$ cat src/rtl/ps2_scan_controller.sv
// PS/2 keyboard receive controller: synchronises the pins, captures 11-bit frames
// and decodes scancode-set-2 E0/F0 prefixes. Optional macro: PS2_PARITY_CHECK_EN.
module ps2_scan_controller #(
  parameter int unsigned TIMEOUT_CYCLES = 50000
) (
  input  logic       CLOCK_50,
  input  logic       clear,
  input  logic       ps2_clk,
  input  logic       ps2_data,
  output logic [7:0] code,
  output logic       extended,
  output logic       released,
  output logic       code_valid,
  output logic       frame_err,
  output logic       busy
);

  localparam int unsigned FRAME_W = 11;
  localparam int unsigned BITCNT_W = 4;
  localparam int unsigned CNT_W = $clog2(TIMEOUT_CYCLES + 1);
  localparam int unsigned LAST_BIT = 10;

  typedef enum logic [1:0] {
    IDLE   = 2'd0,
    RECV   = 2'd1,
    CHECK  = 2'd2,
    DECODE = 2'd3
  } state_t;

  state_t               state_q, state_d;
  logic                 clk_s1_q, clk_s1_d;
  logic                 clk_s2_q, clk_s2_d;
  logic                 clk_prev_q, clk_prev_d;
  logic                 data_s1_q, data_s1_d;
  logic                 data_s2_q, data_s2_d;
  logic [FRAME_W-1:0]   frame_q, frame_d;
  logic [BITCNT_W-1:0]  bitcnt_q, bitcnt_d;
  logic [CNT_W-1:0]     idle_cnt_q, idle_cnt_d;
  logic                 ext_flag_q, ext_flag_d;
  logic                 brk_flag_q, brk_flag_d;
  logic [7:0]           code_q, code_d;
  logic                 extended_q, extended_d;
  logic                 released_q, released_d;
  logic                 code_valid_q, code_valid_d;
  logic                 frame_err_q, frame_err_d;
  logic                 busy_q, busy_d;

  logic                 fe;
  logic                 bit_in;
  logic                 parity_ok;
  logic                 frame_ok;
  logic [7:0]           rx_byte;

  assign fe      = clk_prev_q & ~clk_s2_q;
  assign bit_in  = data_s2_q;
  assign rx_byte = frame_q[8:1];

  // Odd parity across data + parity bit; ignored when the check is compiled out.
`ifdef PS2_PARITY_CHECK_EN
  assign parity_ok = ^frame_q[9:1];
`else
  assign parity_ok = 1'b1;
`endif

  assign frame_ok = frame_q[10] & ~frame_q[0] & parity_ok;

  always_comb begin
    state_d      = state_q;
    frame_d      = frame_q;
    bitcnt_d     = bitcnt_q;
    idle_cnt_d   = idle_cnt_q;
    ext_flag_d   = ext_flag_q;
    brk_flag_d   = brk_flag_q;
    code_d       = code_q;
    extended_d   = extended_q;
    released_d   = released_q;
    code_valid_d = 1'b0;
    frame_err_d  = 1'b0;

    clk_s1_d   = ps2_clk;
    clk_s2_d   = clk_s1_q;
    clk_prev_d = clk_s2_q;
    data_s1_d  = ps2_data;
    data_s2_d  = data_s1_q;

    case (state_q)
      IDLE: begin
        idle_cnt_d = '0;
        if (fe && !bit_in) begin
          state_d  = RECV;
          bitcnt_d = BITCNT_W'(1);
          frame_d  = {bit_in, frame_q[FRAME_W-1:1]};
        end
      end

      RECV: begin
        if (fe) begin
          frame_d    = {bit_in, frame_q[FRAME_W-1:1]};
          idle_cnt_d = '0;
          if (bitcnt_q == BITCNT_W'(LAST_BIT)) begin
            state_d  = CHECK;
            bitcnt_d = '0;
          end else begin
            bitcnt_d = bitcnt_q + BITCNT_W'(1);
          end
        end else if (idle_cnt_q == CNT_W'(TIMEOUT_CYCLES - 1)) begin
          state_d     = IDLE;
          bitcnt_d    = '0;
          idle_cnt_d  = '0;
          frame_err_d = 1'b1;
          ext_flag_d  = 1'b0;
          brk_flag_d  = 1'b0;
        end else begin
          idle_cnt_d = idle_cnt_q + CNT_W'(1);
        end
      end

      // Decode results are registered here so they are visible during DECODE,
      // two cycles after the stop-bit edge.
      CHECK: begin
        if (!frame_ok) begin
          state_d     = IDLE;
          frame_err_d = 1'b1;
          ext_flag_d  = 1'b0;
          brk_flag_d  = 1'b0;
        end else begin
          state_d = DECODE;
          if (rx_byte == 8'hE0) begin
            ext_flag_d = 1'b1;
          end else if (rx_byte == 8'hF0) begin
            brk_flag_d = 1'b1;
          end else begin
            code_d       = rx_byte;
            extended_d   = ext_flag_q;
            released_d   = brk_flag_q;
            code_valid_d = 1'b1;
            ext_flag_d   = 1'b0;
            brk_flag_d   = 1'b0;
          end
        end
      end

      DECODE: begin
        state_d = IDLE;
      end

      default: begin
        state_d = IDLE;
      end
    endcase

    busy_d = (state_d == RECV);
  end

  always_ff @(posedge CLOCK_50) begin
    if (clear) begin
      state_q      <= IDLE;
      clk_s1_q     <= 1'b1;
      clk_s2_q     <= 1'b1;
      clk_prev_q   <= 1'b1;
      data_s1_q    <= 1'b1;
      data_s2_q    <= 1'b1;
      frame_q      <= '0;
      bitcnt_q     <= '0;
      idle_cnt_q   <= '0;
      ext_flag_q   <= 1'b0;
      brk_flag_q   <= 1'b0;
      code_q       <= 8'h00;
      extended_q   <= 1'b0;
      released_q   <= 1'b0;
      code_valid_q <= 1'b0;
      frame_err_q  <= 1'b0;
      busy_q       <= 1'b0;
    end else begin
      state_q      <= state_d;
      clk_s1_q     <= clk_s1_d;
      clk_s2_q     <= clk_s2_d;
      clk_prev_q   <= clk_prev_d;
      data_s1_q    <= data_s1_d;
      data_s2_q    <= data_s2_d;
      frame_q      <= frame_d;
      bitcnt_q     <= bitcnt_d;
      idle_cnt_q   <= idle_cnt_d;
      ext_flag_q   <= ext_flag_d;
      brk_flag_q   <= brk_flag_d;
      code_q       <= code_d;
      extended_q   <= extended_d;
      released_q   <= released_d;
      code_valid_q <= code_valid_d;
      frame_err_q  <= frame_err_d;
      busy_q       <= busy_d;
    end
  end

  assign code       = code_q;
  assign extended   = extended_q;
  assign released   = released_q;
  assign code_valid = code_valid_q;
  assign frame_err  = frame_err_q;
  assign busy       = busy_q;

endmodule

$ cat config.mk
export PLATFORM = sky130hd
export DESIGN_NAME = ps2_scan_controller
export DESIGN_NICKNAME = d
export VERILOG_FILES = /design/src/rtl/ps2_scan_controller.sv
export SDC_FILE = /design/constraint.sdc
export NUM_CORES = 1
export LEC_CHECK = 0
export BUFFER_PORTS_ARGS = -buffer_cell sky130_fd_sc_hd__clkbuf_2
export CORE_MARGIN = 5
export CORE_UTILIZATION = 47
export CTS_CLUSTER_DIAMETER = 30
export CTS_CLUSTER_SIZE = 10
export DETAILED_ROUTE_END_ITERATION = 16
export GPL_TIMING_DRIVEN = 0
export PLACE_DENSITY = 0.75
export SETUP_SLACK_MARGIN = 0.05
export SLEW_MARGIN = 40
export SYNTH_ARGS = -nofsm -noshare
export SYNTH_HDL_FRONTEND = slang
export SYNTH_SLANG_ARGS = --single-unit
$ cat constraint.sdc
create_clock -name CLOCK_50 -period 1.9 [get_ports CLOCK_50]
set_input_delay 0.285 -clock CLOCK_50 [delete_from_list [all_inputs] [get_ports CLOCK_50]]
set_output_delay 0.285 -clock CLOCK_50 [all_outputs]
set_load 0.05 [all_outputs]
Word-level counts from Yosys, hierarchy flattened. Cells that the tools add are included.

Bits in registers: 53. Latch bits: 0. Bits in writable memories: 0. Memory bits (read-only): 0. Input bits: 4. Output and inout bits: 13. Logic and storage cells: 85. Memories kept: 0.

$add $sub $neg: 2. $mul: 0. Div/mod/pow operators: 0. Magnitude comparators: 0. Equal/unequal tests: 15. Shift-type cells: 0. Muxes and demuxes: 32. Bitwise logic cells: 8. Reductions and logical operators: 11.

Operators by type and width (count): 16-bit 2-to-1 mux (2); 16-bit one-hot mux with 2 select lines (1); 11-bit 2-to-1 mux (2); 11-bit one-hot mux with 2 select lines (1); 16-bit by 1-bit adder with 16-bit output (second input constant) (1); 16-bit == test (second input constant) (1); 8-bit == test (second input constant) (2); 4-bit 2-to-1 mux (4); 1-bit 2-to-1 mux (12); 4-bit AND reduction (3); 2-bit 2-to-1 mux (5); 2-bit != test (second input constant) (4); 2-bit one-hot mux with 4 select lines (1); 4-bit one-hot mux with 2 select lines (1); 3-bit != test (second input constant) (2); 1-bit NOT (6); 1-bit one-hot mux with 2 select lines (3); 3-bit AND reduction (2); 4-bit by 1-bit adder with 4-bit output (second input constant) (1); 2-bit by 1-bit == test with 1-bit output (second input constant) (2); 2-bit == test (second input constant) (2); 4-bit == test (second input constant) (1); 4-bit != test (second input constant) (1); 2-bit nonzero test (2); 5 further kinds (6).

Longest topological paths before layout. Gate-level depths: netlist (run 1).

Depth in word-level cells: 6. Depth in mapped cells: 9. Mapped depth without buffers: 7.

Worst setup path before layout (run 1). No wires, ideal clock.

Kind: flip-flop to flip-flop. Start: reg idle_cnt_q[0]. End: reg idle_cnt_q[12]. Library setup time: 70 ps. Data arrival time: 1608 ps. Data required time: 1830 ps. Slack: 222 ps. Stages on the path, launching flop included: 7. Buffers on the path: 0. Clock period less this slack: 1678 ps. Cell sequence: dfxtp_1 > ha_1 > nand4_1 > nor2_1 > nand3_1 > or3_2 > a21oi_1.

Longest elaborated chain between the ends: 4. Elaborated cells between the ends (all ways): 5. Those cells by class: 1 x add/sub; 1 x eq/ne; 3 x mux.

RTL lines: start: declaration (line 38) `logic [CNT_W-1:0] idle_cnt_q, idle_cnt_d;`; start signal: assignment (line 183) `idle_cnt_q <= idle_cnt_d;`; 16-bit by 1-bit adder with 16-bit output / 16-bit == test (equally long branches) (line 114, 106); 16-bit 2-to-1 mux (*) (line 106) `end else if (idle_cnt_q == CNT_W'(TIMEOUT_CYCLES - 1)) begin`; 16-bit 2-to-1 mux (*) (line 97) `if (fe) begin`; 16-bit one-hot mux with 2 select lines (*) (line 86) `case (state_q)`.

Mark *: on every way between the ends. The rest lies on a longest branch, timed or not. A chain may end at the register's enable or synchronous reset.

Worst setup path in the final report (run 1).
Start: reg idle_cnt_q[0]. End: reg idle_cnt_q[6].

Same word-level chain as after synthesis.

==> metrics.yaml, run 1 <==
firstDrtPassIters: 4
overflow: 0
port-buffer-count: 15
nFillCells: 474
comb_power_share_pct: 7.3
synth_edf_count: 0
async_flop_share_pct: 0
nNetsFinal: 312
worstMarginPinSlew_ns: 0.5761
numCtsBuffers: 5
yosys.area.top_type: "dfxtp_1"
muxShareOfSynthArea_pct: 6.148
synth_common_cells: "53 x dfxtp_1, 35 x nor2_1, 20 x a21oi_1"
reg2regPathDepth: 7
gp_congestion: 0.8779
synth_compound_area_share_pct: 14.60
tns_ns: 0
cts-root-buf: "clkbuf_8"
drv_slew: 0
grt_use_total_pct: 17.61
path_clk_slew_ns: 0.10
grt_pass1_wl_mm: 9.114
crit_slowest_cell: "or4b_4"
rsz0062_at_grt: "yes"
path_delay_family: "simple AND/OR/NAND/NOR gates"
seq_power_share_pct: 54.2
fp.dieH_um: 82.09
whs_path_depth: 2
synthToLayoutAreaGrowth_pct: 15.98
cts-htree-levels: 2
r2r_slack_ns: 0.09
antenna_found_initial: 0
layout-drive-gt1-share_pct: 23.18
vias: 2054
grt_max_degree: 19
intPower_uw: 1584
synth_cell_type_count: 50
drc: 0
p_clk_share_pct: 38.4
ys.flop_type: "dfxtp_1"
grt_pass1_vias: 1921
hold_path_end: "data_s1_q"
io_pins: 17
syn_area_per_cell_um2: 8.946
maxSlewHeadroom_pct: 61.59
synth_top_family_by_area: "simple AND/OR/NAND/NOR gates"
ir_drop_mv: 0.5029
synthCells: 273
cts_max_path_buffers: 2
period_share_pct: 95.42
synth_seq_area_share_pct: 43.44
path_max_fanout: 5
critPathMaxStageDelay_ns: 0.48
core_um2: 5075
p_leak_uw: 0.0009650
wirelength_mm: 5.419
yosysTopAreaCellShare_pct: 43.44
routedWlPerCell_um: 14.57
crit_start: "idle_cnt_q[0]"
ctsHoldBuffers: 0
power_uw: 2083
dieArea_um2: 6738
syn_area_um2: 2442
power_density_nw_per_um2: 735.2
synth_nets: 284
synth_area_leaders: "dfxtp_1 43%, mux2i_1 6.1%, nor2_1 5.4%"
cp_num_buf_inv: 1
insertion_delay_ns: 0.31
ant_nets: 0
synth_xor_area_share_pct: 0.7172
yosys.area_share.simple_pct: 26.84
fp-row-count: 26
worst_slack_ns: 0.08702
holdCritPathClass: "primary input to flip-flop"
cp.arrival_ns: 2.06
via_per_inst: 5.522
cp.required_ns: 2.15
place_ws_ns: -0.06363
fin_worst_skew_ns: 0.005319
drv_cap: 0
ys_ff_latch: 53
synth-adder-area-share_pct: 3.586
diodes: 0
design_area_um2: 2833
drtIter0Drc: 105
setup_viol: 0
startpoint_type: "flip-flop"
cp-end-kind: "flip-flop"
hpwlAfterDp_mm: 3.646
status: "complete, no violations"
switching_share_pct: 23.92
finalCriticalPeriod_ns: 1.813
synth_warnings: 0
initial_core_util_pct: 48.13
hold_ws_ns: 0.1491
min_from: "ps2_data"
crit_chain: "ha_4 -> and4b_1 -> nand4_1 -> buf_4 -> nand2_4 -> or4b_4 -> a21oi_2"
yosysMostFrequentCell: "dfxtp_1"
regToRegStartpoint: "idle_cnt_q[0]"
cts_tree: "yes"
max_freq_mhz: 551.6
die_x_um: 82.09
hold_viol_final: 0
crit_type: "flip-flop to flip-flop"
cts.sinks: 53
r2r_end: "idle_cnt_q[6]"
placed_area_um2: 2605
p_sw_uw: 498.2
## placed cells by master (no fill, tap or decap), drive strengths merged, types with 5 or more instances in the layout
cell	instances
nor2	36
nand4	5
mux2i	15
nand2	12
inv	7
clkbuf	28
a21oi	21
nand3b	6
o21ai	16
nor3	15
buf	11
or2	8
dfxtp	53
nand3	7
nand2b	5
ha	7
## registers in the layout (all words and copies together) (netlist names)
signal	flops
frame_err	1
bit_in	1
ext_flag_q	1
code	8
brk_flag_q	1
state_q	2
frame_q	11
data_s1_q	1
bitcnt_q	4
extended	1
clk_s1_q	1
code_valid	1
released	1
clk_prev_d	1
clk_prev_q	1
idle_cnt_q	16
busy	1
## power groups by stage
stage | Sequential [µW] | Combinational (µW) | Clock, µW
5_1_grt | 1130 | 169 | 876
6_report | 1130 | 153 | 800
3_3_place_gp | 1160 | 141 | 0
2_1_floorplan | 1160 | 107 | 0
4_1_cts | 1130 | 149 | 822
3_5_place_dp | 1160 | 144 | 0
## metal layers
metal  GRT usage (%)  routed length [µm]  part of all wire (%)
met5               0                   0                     0
met4           6.312                  78                   1.4
met3           3.838                 159                   2.9
met2           29.56                2624                    48
met1           22.10                2556                    47
## kinds of logic after synthesis
group                      count (synthesis)
AOI/OAI and AO/OA                         58
DFF                                       53
adders and majority gates                  7
and+or+nand+nor                          118
muxes                                     15
xor gates and xnor gates                   2
buffers and inverters                     20
## worst register-to-register path, cell delays in order, from the launching register on
cell     delay [ns]
dfxtp_4        0.38
ha_4           0.17
and4b_1        0.20
nand4_1        0.18
buf_4          0.16
nand2_4        0.06
or4b_4         0.48
a21oi_2        0.13
## layout make-up
class | instances | area, µm² | share of cell area, %
Sequential cell | 53 | 1066 | 37.63
Clock buffer | 5 | 68.82 | 2.429
Clock inverter | 3 | 50.05 | 1.767
Inverter | 6 | 22.52 | 0.7951
Timing Repair Buffer | 21 | 120.1 | 4.240
Multi-Input combinational cell | 200 | 1318 | 46.51
Buffer | 14 | 100.1 | 3.534
Tap cell | 70 | 87.58 | 3.092
## through the flow
stage / cells / utilization (%)
2_1_floorplan: 273 / -
3_3_place_gp: 358 / 51.33
3_5_place_dp: 358 / 51.33
4_1_cts: 367 / 54.36
5_1_grt: 372 / 55.82
6_report: 372 / 55.82
## worst max path at each step
| stage | to | cells past startpoint |
|---|---|---|
| after global placement | bitcnt_q[2] | 6 |
| after detailed placement | bitcnt_q[2] | 6 |
| final | idle_cnt_q[6] | 7 |
| after CTS | frame_q[4] | 7 |
| after global routing | idle_cnt_q[6] | 7 |
| after floorplan | idle_cnt_q[12] | 6 |
## timing repair
item	CTS	global route
gates cloned	1	0
setup endpoints to repair	23	34
hold endpoints to repair	0	0
gates resized for setup	10	14
setup buffers	0	5
pin swaps	0	6
(Power assumes the default switching activity.)
==> run 2: changes to the inputs <==
Settings changed: GPL_ROUTABILITY_DRIVEN from default to 0, MAX_ROUTING_LAYER from default to met4.
==> metrics.yaml, run 2 (synthesis results as in run 1) <==
cts-root-buf: "clkbuf_8"
placed_area_um2: 2605
core_um2: 5075
drtIter0Drc: 122
top_register: "idle_cnt_q"
p_clk_share_pct: 38.4
wirelength_mm: 5.448
period_share_pct: 96.00
comb_power_share_pct: 7.3
finalCriticalPeriod_ns: 1.824
path_max_fanout: 5
ir_drop_mv: 0.5039
cts.sinks: 53
cts_tree: "yes"
p_leak_uw: 0.0009650
maxSlewHeadroom_pct: 61.87
cp_num_buf_inv: 1
ctsHoldBuffers: 0
max_freq_mhz: 548.2
mostFrequentLayoutCell: "dfxtp_1"
io_pins: 17
fp-row-count: 26
design_area_um2: 2833
power_density_nw_per_um2: 734.9
cp-end-kind: "flip-flop"
layout_common_cells: "51 x dfxtp_1, 31 x nor2_1, 18 x a21oi_1"
ant_nets: 0
startpoint_type: "flip-flop"
numCtsBuffers: 5
setup_viol: 0
multi_input_area_um2: 1318
dieArea_um2: 6738
fin_worst_skew_ns: 0.005773
insertion_delay_ns: 0.31
fp.dieH_um: 82.09
cp.required_ns: 2.15
finalNonFillerCells: 372
rsz0062_at_grt: "yes"
diodes: 0
drv_slew: 0
hpwlAfterDp_mm: 3.646
crit_slowest_cell: "or4b_4"
status: "complete, no violations"
die_x_um: 82.09
largest_register_ffs: 16
p_sw_uw: 497.5
path_clk_slew_ns: 0.10
antenna_found_initial: 0
overflow: 0
nNetsFinal: 312
port-buffer-count: 15
critPathMaxStageDelay_ns: 0.48
grt_max_degree: 19
drv_cap: 0
crit_chain: "ha_4 -> and4b_1 -> nand4_1 -> buf_4 -> nand2_4 -> or4b_4 -> a21oi_2"
nFillCells: 474
crit_type: "flip-flop to flip-flop"
via_per_inst: 5.511
cts-htree-levels: 2
routedWlPerCell_um: 14.65
switching_share_pct: 23.90
hold_viol_final: 0
path_delay_family: "simple AND/OR/NAND/NOR gates"
vias: 2050
grt_pass1_vias: 1921
cts_max_path_buffers: 2
synthToLayoutAreaGrowth_pct: 15.98
drc: 0
grt_pass1_wl_mm: 9.121
cp.arrival_ns: 2.08
seq_area_um2: 1066
intPower_uw: 1584
grt_use_total_pct: 18.11
initial_core_util_pct: 48.13
worstMarginPinSlew_ns: 0.5719
firstDrtPassIters: 4
placed_cells: 358
holdCritPathClass: "primary input to flip-flop"
seq_power_share_pct: 54.3
layout-drive-gt1-share_pct: 23.18
[run 2: stage by stage]
stage / util, % / setup TNS [ns] / setup slack (ns) / power, µW / hold slack, ns
3_3_place_gp: 51.33 / -0.07053 / -0.03467 / 1298 / 0.3932
2_1_floorplan: - / 0 / 0.2224 / 1264 / 0.3888
4_1_cts: 54.36 / 0 / 0.07076 / 2102 / 0.1409
6_report: 55.82 / 0 / 0.07595 / 2082 / 0.1508
3_5_place_dp: 51.33 / -0.2492 / -0.06363 / 1301 / 0.3967
5_1_grt: 55.82 / 0 / 0.02000 / 2177 / 0.1507
[run 2: worst reg2reg max path: stages (launching register included)]
cell and delay, ns:
dfxtp_4 0.38, ha_4 0.17, and4b_1 0.20, nand4_1 0.18
buf_4 0.16, nand2_4 0.06, or4b_4 0.48, a21oi_2 0.13
[run 2: final cells by class]
cell class / count / area share (%)
multi-input cells: 200 / 46.51
flip-flops and latches: 53 / 37.63
repair buffers: 21 / 4.240
plain buffers: 14 / 3.534
well taps: 70 / 3.092
clock buffers: 5 / 2.429
clock inverters: 3 / 1.767
inverters: 6 / 0.7951
[run 2: worst paths after layout]
check | startpoint | to | slack [ns] | depth (start not counted)
worst min-delay path | ps2_data | data_s1_q | 0.15 | 2
worst max register to register | idle_cnt_q[0] | idle_cnt_q[6] | 0.08 | 7
worst max-delay path | idle_cnt_q[0] | idle_cnt_q[6] | 0.08 | 7
worst min register to register | data_s1_q | bit_in | 0.42 | 1
[run 2: repair_timing]
| action | 4_1_cts | 5_1_grt |
|---|---|---|
| setup endpoints to repair | 23 | 34 |
| pin swaps | 0 | 6 |
| resized for setup | 10 | 14 |
| gates cloned | 1 | 0 |
| buffers inserted | 0 | 5 |
[run 2: layer usage]
layer  up-vias  share of wire [%]  track usage [%]
met1       973                 47            22.16
met4         0                1.4            6.312
met5         -                  0                -
met3         5                3.0            3.728
met2        34                 49            29.56
li1       1038                  -                -
[run 2: power groups by stage]
stage	Sequential, µW	Combinational, µW	Clock [µW]
2_1_floorplan	1160	107	0
6_report	1130	153	799
3_3_place_gp	1160	141	0
5_1_grt	1130	169	876
3_5_place_dp	1160	144	0
4_1_cts	1130	149	822
==> run 3: changes to the inputs <==
Settings changed: CORE_UTILIZATION 47 to 32, PLACE_DENSITY 0.75 to 0.58.
==> metrics.yaml, run 3 (synthesis results as in run 1) <==
status: "complete, no violations"
ir_drop_mv: 0.3183
maxSlewHeadroom_pct: 63.43
mostFrequentLayoutCell: "dfxtp_1"
vias: 2022
worstMarginPinSlew_ns: 0.5485
p_sw_uw: 452.1
crit_type: "flip-flop to flip-flop"
p_leak_uw: 0.0009581
ctsHoldBuffers: 0
fin_worst_skew_ns: 0.005757
cts_max_path_buffers: 2
dieArea_um2: 9480
holdCritPathClass: "primary input to flip-flop"
layout_common_cells: "50 x dfxtp_1, 32 x nor2_1, 18 x a21oi_1"
setup_viol: 0
worst_slack_ns: 0.07446
fp.dieH_um: 97.37
antenna_found_initial: 0
critPathMaxStageDelay_ns: 0.52
diodes: 0
intPower_uw: 1560
drv_cap: 0
p_clk_share_pct: 36.5
drc: 0
place_ws_ns: -0.1548
via_per_inst: 5.068
nFillCells: 736
top_register: "idle_cnt_q"
wirelength_mm: 5.464
nNetsFinal: 311
max_freq_mhz: 547.8
die_x_um: 97.37
fp-row-count: 31
initial_core_util_pct: 33.32
power_density_nw_per_um2: 705.1
path_clk_slew_ns: 0.09
numCtsBuffers: 5
grt_use_total_pct: 11.97
switching_share_pct: 22.47
path_max_fanout: 5
grt_pass1_vias: 1966
startpoint_type: "flip-flop"
routedWlPerCell_um: 13.69
design_area_um2: 2854
core_um2: 7331
layout-drive-gt1-share_pct: 22.33
drv_slew: 0
grt_pass1_wl_mm: 9.252
comb_power_share_pct: 7.4
drtIter0Drc: 107
crit_chain: "ha_4 -> and4b_1 -> nand4_1 -> buf_4 -> nand2_4 -> or4b_4 -> a21oi_2"
firstDrtPassIters: 4
tns_ns: 0
finalNonFillerCells: 399
period_share_pct: 96.08
seq_power_share_pct: 56.1
ant_nets: 0
cts_tree: "yes"
cp.required_ns: 2.14
insertion_delay_ns: 0.30
cp-end-kind: "flip-flop"
synthToLayoutAreaGrowth_pct: 16.85
grt_max_degree: 16
largest_register_ffs: 16
hold_viol_final: 0
cts.sinks: 53
io_pins: 17
finalCriticalPeriod_ns: 1.826
cts-root-buf: "clkbuf_8"
rsz0062_at_grt: "yes"
cts-htree-levels: 2
port-buffer-count: 15
placed_cells: 387
placed_area_um2: 2641
hpwlAfterDp_mm: 3.830
overflow: 0
cp.arrival_ns: 2.06
crit_slowest_cell: "or4b_4"
power_uw: 2012
## run 3: per-layer routing
layer | wire length [µm] | share of wire (%) | GRT usage, %
met1 | 2742 | 50 | 14.84
met2 | 2501 | 46 | 19.35
met3 | 162 | 3.0 | 2.513
met4 | 57 | 1.0 | 4.153
met5 | 0 | 0 | -
## run 3: repair_timing
action / in CTS / in global routing
endpoints found under the setup margin: 12 / 39
resized for setup: 5 / 20
pin swaps: 0 / 3
setup buffers: 0 / 5
## run 3: worst paths after layout
path | from | end | slack (ns) | depth (start not counted)
max | idle_cnt_q[0] | idle_cnt_q[6] | 0.07 | 7
max reg2reg | idle_cnt_q[0] | idle_cnt_q[6] | 0.07 | 7
min reg2reg | data_s1_q | bit_in | 0.42 | 1
min | ps2_clk | clk_s1_q | 0.16 | 2
## run 3: per-stage QoR
stage | hold WS (ns) | util (%)
CTS | 0.1515 | 37.58
floorplan | 0.3888 | -
global placement | 0.3912 | 36.03
global route | 0.1535 | 38.93
detailed placement | 0.3936 | 36.03
finish | 0.1581 | 38.93
## run 3: layout make-up
class                      instances  area [µm²]  area share (%)
multi-input combinational        200        1324           46.38
sequential                        53        1067           37.40
tap                               99       123.9           4.340
timing repair buffer              20       112.6           3.946
buffer                            14       100.1           3.507
clock buffer                       5       68.82           2.411
clock inverter                     2       35.03           1.228
inverter                           6       22.52          0.7891
## run 3: power groups by stage
stage / Clock (µW) / Sequential (µW) / Combinational (µW)
floorplan: 0 / 1160 / 107
global placement: 0 / 1160 / 143
detailed placement: 0 / 1160 / 143
CTS: 761 / 1130 / 144
global route: 808 / 1130 / 165
finish: 735 / 1130 / 148
## run 3: critical path: cells and delay by family, from the launching register on
kind | cells | cell delay (ns)
flops | 1 | 0.37
simple gates | 4 | 0.95
buf+inv | 1 | 0.15
fa+ha+maj | 1 | 0.17
compound gates | 1 | 0.12
